File: config.mk
export PLATFORM = sky130hd
export DESIGN_NAME = fpadd_sequencer
export DESIGN_NICKNAME = d
export VERILOG_FILES = /design/src/rtl/fpadd_sequencer.sv
export SDC_FILE = /design/constraint.sdc
export NUM_CORES = 1
export LEC_CHECK = 0
export ABC_AREA = 0
export CORE_MARGIN = 10
export CORE_UTILIZATION = 43
export CTS_BUF_LIST = sky130_fd_sc_hd__clkbuf_8
export DETAILED_ROUTE_END_ITERATION = 10
export PLACE_DENSITY = 0.91
export SLEW_MARGIN = 20
export SYNTH_ARGS = -nofsm -noshare
export SYNTH_HDL_FRONTEND = slang
export SYNTH_SLANG_ARGS = --single-unit
File: constraint.sdc
create_clock -name clk -period 1.9 [get_ports clk]
set_input_delay 0.38 -clock clk [delete_from_list [all_inputs] [get_ports clk]]
set_output_delay 0.38 -clock clk [all_outputs]
set_load 0.02 [all_outputs]
File: src/rtl/fpadd_sequencer.sv
// fpadd_sequencer: walks an operand-pair memory and feeds one pair per
// en rise into an external FP adder, latching the sum and guarding the
// adder handshake with a timeout.
module fpadd_sequencer #(
  parameter int unsigned NUM     = 10,
  parameter int unsigned ADDR_W  = 4,
  parameter int unsigned TIMEOUT = 64
) (
  input  logic              clk,
  input  logic              rst,
  input  logic              en,
  output logic [ADDR_W-1:0] mem_addr,
  input  logic [63:0]       mem_data,
  output logic              add_start,
  output logic [31:0]       add_a,
  output logic [31:0]       add_b,
  input  logic              add_done,
  input  logic [31:0]       add_result,
  output logic [31:0]       result,
  output logic              result_valid,
  output logic [ADDR_W-1:0] index,
  output logic              busy,
  output logic              err
);

  localparam int unsigned CNT_W = (TIMEOUT > 1) ? $clog2(TIMEOUT) : 1;

  typedef enum logic [2:0] {
    S_IDLE  = 3'd0,
    S_FETCH = 3'd1,
    S_ISSUE = 3'd2,
    S_WAIT  = 3'd3,
    S_DONE  = 3'd4,
    S_ERR   = 3'd5
  } state_t;

  state_t              r_state;
  state_t              w_next;
  logic                r_en_q;
  logic                w_rise;
  logic [CNT_W-1:0]    r_cnt;
  logic                w_timeout;
  logic                w_busy_nxt;
  logic [ADDR_W-1:0]   w_index_nxt;

  logic                r_add_start;
  logic [31:0]         r_add_a;
  logic [31:0]         r_add_b;
  logic [31:0]         r_result;
  logic                r_result_valid;
  logic [ADDR_W-1:0]   r_index;
  logic                r_busy;
  logic                r_err;

  assign w_rise      = en & ~r_en_q;
  assign w_timeout   = (r_cnt == CNT_W'(TIMEOUT - 1));
  assign w_index_nxt = (r_index == ADDR_W'(NUM - 1)) ? '0 : r_index + ADDR_W'(1);
  assign w_busy_nxt  = (w_next == S_FETCH) || (w_next == S_ISSUE) ||
                       (w_next == S_WAIT)  || (w_next == S_DONE);

  // en edge detector history
  always_ff @(posedge clk or negedge rst) begin
    if (!rst) r_en_q <= 1'b0;
    else      r_en_q <= en;
  end

  // FSM state register
  always_ff @(posedge clk or negedge rst) begin
    if (!rst) r_state <= S_IDLE;
    else      r_state <= w_next;
  end

  // FSM next-state logic; completion is tested before timeout so it wins a tie
  always_comb begin
    w_next = r_state;
    case (r_state)
      S_IDLE:  if (w_rise) w_next = S_FETCH;
      S_FETCH: w_next = S_ISSUE;
      S_ISSUE: w_next = S_WAIT;
      S_WAIT: begin
        if (add_done)       w_next = S_DONE;
        else if (w_timeout) w_next = S_ERR;
      end
      S_DONE:  w_next = S_IDLE;
      S_ERR:   if (w_rise) w_next = S_IDLE;
      default: w_next = S_IDLE;
    endcase
  end

  // WAIT cycle counter, cleared on every entry into WAIT
  always_ff @(posedge clk or negedge rst) begin
    if (!rst) begin
      r_cnt <= '0;
    end else if (r_state == S_ISSUE) begin
      r_cnt <= '0;
    end else if ((r_state == S_WAIT) && !add_done && !w_timeout) begin
      r_cnt <= r_cnt + CNT_W'(1);
    end
  end

  // operand capture and start pulse; memory data is valid during FETCH
  always_ff @(posedge clk or negedge rst) begin
    if (!rst) begin
      r_add_start <= 1'b0;
      r_add_a     <= '0;
      r_add_b     <= '0;
    end else begin
      r_add_start <= (r_state == S_FETCH);
      if (r_state == S_FETCH) begin
        r_add_a <= mem_data[63:32];
        r_add_b <= mem_data[31:0];
      end
    end
  end

  // sum capture; result_valid is sticky until reset
  always_ff @(posedge clk or negedge rst) begin
    if (!rst) begin
      r_result       <= '0;
      r_result_valid <= 1'b0;
    end else if ((r_state == S_WAIT) && add_done) begin
      r_result       <= add_result;
      r_result_valid <= 1'b1;
    end
  end

  // pair index advances once per completed addition
  always_ff @(posedge clk or negedge rst) begin
    if (!rst)                    r_index <= '0;
    else if (r_state == S_DONE)  r_index <= w_index_nxt;
  end

  // status flags: busy tracks the next state, err marks a timed-out pair
  always_ff @(posedge clk or negedge rst) begin
    if (!rst) begin
      r_busy <= 1'b0;
      r_err  <= 1'b0;
    end else begin
      r_busy <= w_busy_nxt;
      if ((r_state == S_WAIT) && (w_next == S_ERR)) r_err <= 1'b1;
      else if ((r_state == S_ERR) && w_rise)        r_err <= 1'b0;
    end
  end

  assign mem_addr     = r_index;
  assign index        = r_index;
  assign add_start    = r_add_start;
  assign add_a        = r_add_a;
  assign add_b        = r_add_b;
  assign result       = r_result;
  assign result_valid = r_result_valid;
  assign busy         = r_busy;
  assign err          = r_err;

endmodule
; ---- Word-level counts from Yosys, hierarchy flattened
; Index checks and enable logic that the tools add are counted.
[totals]
ff_bits = 114
word_cells = 50
[classes]
n_addsub = 2
n_eq_ne = 12
mux = 10
n_bitwise = 2
n_reduce_logical = 13
[op_table]
columns = operator, count
row1 = 3-bit one-hot mux with 5 select lines, 1
row2 = "3-bit by 2-bit equality test with 1-bit output, second input constant", 4
row3 = "3-bit equality test, second input constant", 4
row4 = 3-bit 2-to-1 mux, 4
row5 = 6-bit 2-to-1 mux, 2
row6 = "6-bit by 1-bit adder with 6-bit output, second input constant", 1
row7 = "3-bit by 1-bit equality test with 1-bit output, second input constant", 2
row8 = "6-bit equality test, second input constant", 1
row9 = 1-bit logical AND, 5
row10 = "4-bit by 1-bit adder with 4-bit output, second input constant", 1
row11 = "4-bit equality test, second input constant", 1
row12 = 4-bit 2-to-1 mux, 1
row13 = 2-bit nonzero test, 2
row14 = 3-bit zero test, 1
row15 = 1-bit logical OR, 3
row16 = 1-bit zero test, 2
row17 = 1-bit 2-to-1 mux, 2
row18 = 1-bit bitwise AND, 1
row19 = 1-bit inverter, 1

; ---- Longest topological paths before layout
; Gate-level depths: netlist (run 1).
[logic_depth]
depth_word = 8
ltp_mapped = 6
mapped_depth_nobuf = 5

; ---- Worst setup path after synthesis (run 1)
; Ideal clock, no wire load.
[synth_timing]
path_type = reg-to-reg
start = register r_state[1]
end = register r_add_a[10], in the netlist add_a[10]
t_arrival_ps = 1318
slack_ps = 455
path_buffers = 3
setup_ps = 127
path_stages_with_launch = 6
cell_sequence = dfrtp_1 > buf_6 > nor3b_2 > buf_6 > buf_8 > mux2_1
[synth_between]
elab_chain_len = 1
[synth_rtl]
columns = item, line_no
row1 = start: declaration, 37  ; state_t r_state;
row2 = start signal: assignment, 70  ; else r_state <= w_next;
row3 = 3-bit by 1-bit equality test with 1-bit output, 109  ; if (r_state == S_FETCH) begin
row4 = end signal: assignment, 110  ; r_add_a <= mem_data[63:32];
row5 = end: declaration, 47  ; logic [31:0] r_add_a;
; No other way between the ends.
; A chain may end at the register's enable or synchronous reset.

; ---- Final worst setup path (run 1)
[layout_timing]
start = register r_index[3], in the netlist index[3]
end = output index[3]
[layout_rtl]
columns = item, line_no
row1 = start: declaration, 51  ; logic [ADDR_W-1:0] r_index;
row2 = start signal: assignment, 130  ; else if (r_state == S_DONE) r_index <= w_index_nxt;
row3 = end: declaration, 21  ; output logic [ADDR_W-1:0] index,
; No word-level cell between the ends.

==> results of run 1 <==
==> per-stage QoR <==
step | util | area (sq um) | hold WS, ps | power [W] | setup TNS (ps)
after global placement | 0.649 | 6670 | 452 | 0.0103 | 0
after floorplan | - | 4500 | 84.4 | 0.00753 | 0
after detailed placement | 0.649 | 6670 | 474 | 0.0106 | -42.0
after CTS | 0.687 | 7060 | 52.4 | 0.0128 | 0
after global routing | 0.688 | 7070 | 25.6 | 0.0133 | 0
final | 0.688 | 7070 | 13.4 | 0.0126 | 0
==> cells by family (layout without fill, tap and decap cells) <==
| logic type | count (synthesis) | after routing | synth area share |
|---|---|---|---|
| XOR/XNOR | 6 | 6 | 0.0117 |
| multiplexers | 97 | 97 | 0.242 |
| buffers and inverters | 20 | 248 | 0.0389 |
| AND/OR/NAND/NOR | 38 | 38 | 0.0506 |
| flip-flops | 114 | 114 | 0.633 |
| AO/OA/AOI/OAI | 12 | 12 | 0.0206 |
| adder cells (fa/ha/maj) | 1 | 1 | 0.00278 |
==> registers in the layout, summed over array words and instances, names as in the netlist <==
register and cells:
busy 1, index 4, add_start 1, err 1, result 32, result_valid 1, r_cnt 6, r_state 3
r_en_q 1, add_a 32, add_b 32
==> worst max path at each step <==
| stage | cells past startpoint | end | from |
|---|---|---|---|
| 2_1_floorplan | 5 | add_a[10] | r_state[1] |
| 3_3_place_gp | 5 | r_cnt[5] | add_done |
| 3_5_place_dp | 5 | r_cnt[5] | add_done |
| 4_1_cts | 1 | mem_addr[0] | index[0] |
| 5_1_grt | 1 | index[3] | index[3] |
| 6_report | 1 | index[3] | index[3] |
==> cell usage in the layout, fill, tap and decap left out, types with 4 or more instances in the layout <==
cell type and instances:
clkdlybuf4s50_1 199, dfrtp_1 114, mux2_1 49, mux2_2 47, clkbuf_8 20, nand2_1 8
nor2_1 8, clkinv_2 5, buf_4 5, dlymetal6s2s_1 5, nor3_1 4, inv_1 4
xor2_1 4
==> power groups by stage <==
stage	Combinational (W)	Sequential (W)	Clock, W
2_1_floorplan	0.00198	0.00556	0
3_3_place_gp	0.00613	0.00420	0
3_5_place_dp	0.00630	0.00429	0
4_1_cts	0.00631	0.00426	0.00225
5_1_grt	0.00653	0.00438	0.00236
6_report	0.00618	0.00424	0.00220
==> routing by layer <==
metal  vias to the layer above  track usage  routed length (microns)
met5                         -            0                        0
met4                         0       0.0501                      140
met3                        11       0.0569                      861
met2                       112        0.295                     6830
met1                      1574        0.167                     4480
li1                       1444            -                        -
==> final cells by class <==
class	count	area (sq um)
timing repair buffer	214	2170
clock buffer	20	275
fill	752	3200
tap	136	170
multi-input combinational	154	1480
sequential	114	2850
inverter	2	7.51
clock inverter	12	115
==> repair_timing <==
action                     in CTS  in global routing
hold endpoints to repair        0                  0
setup endpoints to repair       4                  5
setup buffers                   0                  0
gates resized for setup         2                  5
gates cloned                    0                  0
==> results.cfg, run 1 <==
[status]
status = completed

[setup_path]
path_buf_inv = 1
worst_ep_arrival_time_ps = 1440
crit_required_ps = 1520
r2r-start = r_state[1]
crit_path_top_delay_cell = clkdlybuf4s50_1
crit_path_max_incr_delay_ps = 640
path_max_fanout = 5
rr_worst_depth = 3
crit_chain = clkdlybuf4s50_1
worstSetupEndpointType = output port
r2r-end = add_a[19]
worstSetupPathType = reg2out
regToRegSetupSlack_ps = 240
critical_path.top_delay_family = buffers and inverters
cp-start-kind = flip-flop

[placed_design]
numPortBuffers = 207
placed_cells = 620
gp_congestion = 0.756
dp_hpwl_microns = 9530
dp_slack_ps = -20.6

[sta]
max_freq_mhz = 549
period_minus_slack_ps = 1820
finalSetupViolCount = 0
timing.final.crit_share = 0.959
finalHoldViolCount = 0
slew_viol_final = 0
slew-limit-headroom = 0.603
fin_skew_ps = 9.00
rsz0062_at_grt = no
worst-slew-pin-transition_ps = 596
layout_setup_ws_ps = 77.2

[clocking]
cts_root_buf = clkbuf_8
cts_buffers = 17
clk_latency_ps = 420
cts_num_sinks = 114
path_clk_slew_ps = 70
clock_path_buffers = 2
cts_tree = done
cts_htree_levels = 4
hold_buffers = 0

[power]
seq_power_share = 0.336
intPower_w = 0.00808
clkPwrFrac = 0.174
power_density_mw_per_mm2 = 1780
pwr-share-comb = 0.490
p_sw_w = 0.00454
switching_share = 0.360
ir_drop_uv = 992
cellLeakagePower_nw = 3.04

[yosys]
synth_top_cell_by_area = dfrtp_1
ys_types = 36
synth_area_leaders = dfrtp_1 63%, mux2_1 12%, mux2_2 12%
synth_area_per_cell_sq_um = 15.6
synth.top_cell.area_share = 0.633
ys_warn_count = 0
synthArstFlopShare = 1.00
yosysSeqAreaShare = 0.633
synth_ff_type = dfrtp_1
synth-edff-count = 0
yosysMostFrequentCell = dfrtp_1
syn-cell-area_sq_mm = 0.00450
syn_nets = 389
syn_inst = 288
synth_common_cells = 114 x dfrtp_1, 49 x mux2_1, 47 x mux2_2
ys_ff_latch = 114

[die]
io_pins = 208
die_y_microns = 122
die_w_microns = 122
row_count = 37
fp.coreArea_sq_mm = 0.0103
initial_core_util = 0.438
die-area_sq_mm = 0.0150

[drt]
drtPass1Iterations = 4
drtAntennaViolNets = 0
wl_per_cell_microns = 18.9
drc_errors = 0
drtIter0Drc = 166
wirelength_microns = 12300
vias = 3141
via_per_inst = 4.82

[finish]
syn2layout_area_growth_pct = 57.0
antenna_cells = 0
final_nets = 604
drive_gt1_frac = 0.172
stdcell_count = 652

[worst_hold_path]
hold_path.class = in2async

[global_route]
grt_max_degree = 115
grt_overflow = 0
grt_pass1_vias = 3368
grt_antenna_before_repair = 0
grt_pass1_wl_microns = 18700
track_usage = 0.160

[run]
maxCapViolations = 0
(Power assumes the default switching activity.)
==> run 2, diff against run 1 <==
--- a/config.mk
+++ b/config.mk
@@ -6,6 +6,7 @@
 export NUM_CORES = 1
 export LEC_CHECK = 0
 export ABC_AREA = 0
+export CAP_MARGIN = 5
 export CORE_MARGIN = 10
 export CORE_UTILIZATION = 43
 export CTS_BUF_LIST = sky130_fd_sc_hd__clkbuf_8
==> results of run 2 <==
No change in the layout: final DEF, timing and power equal those of run 1.
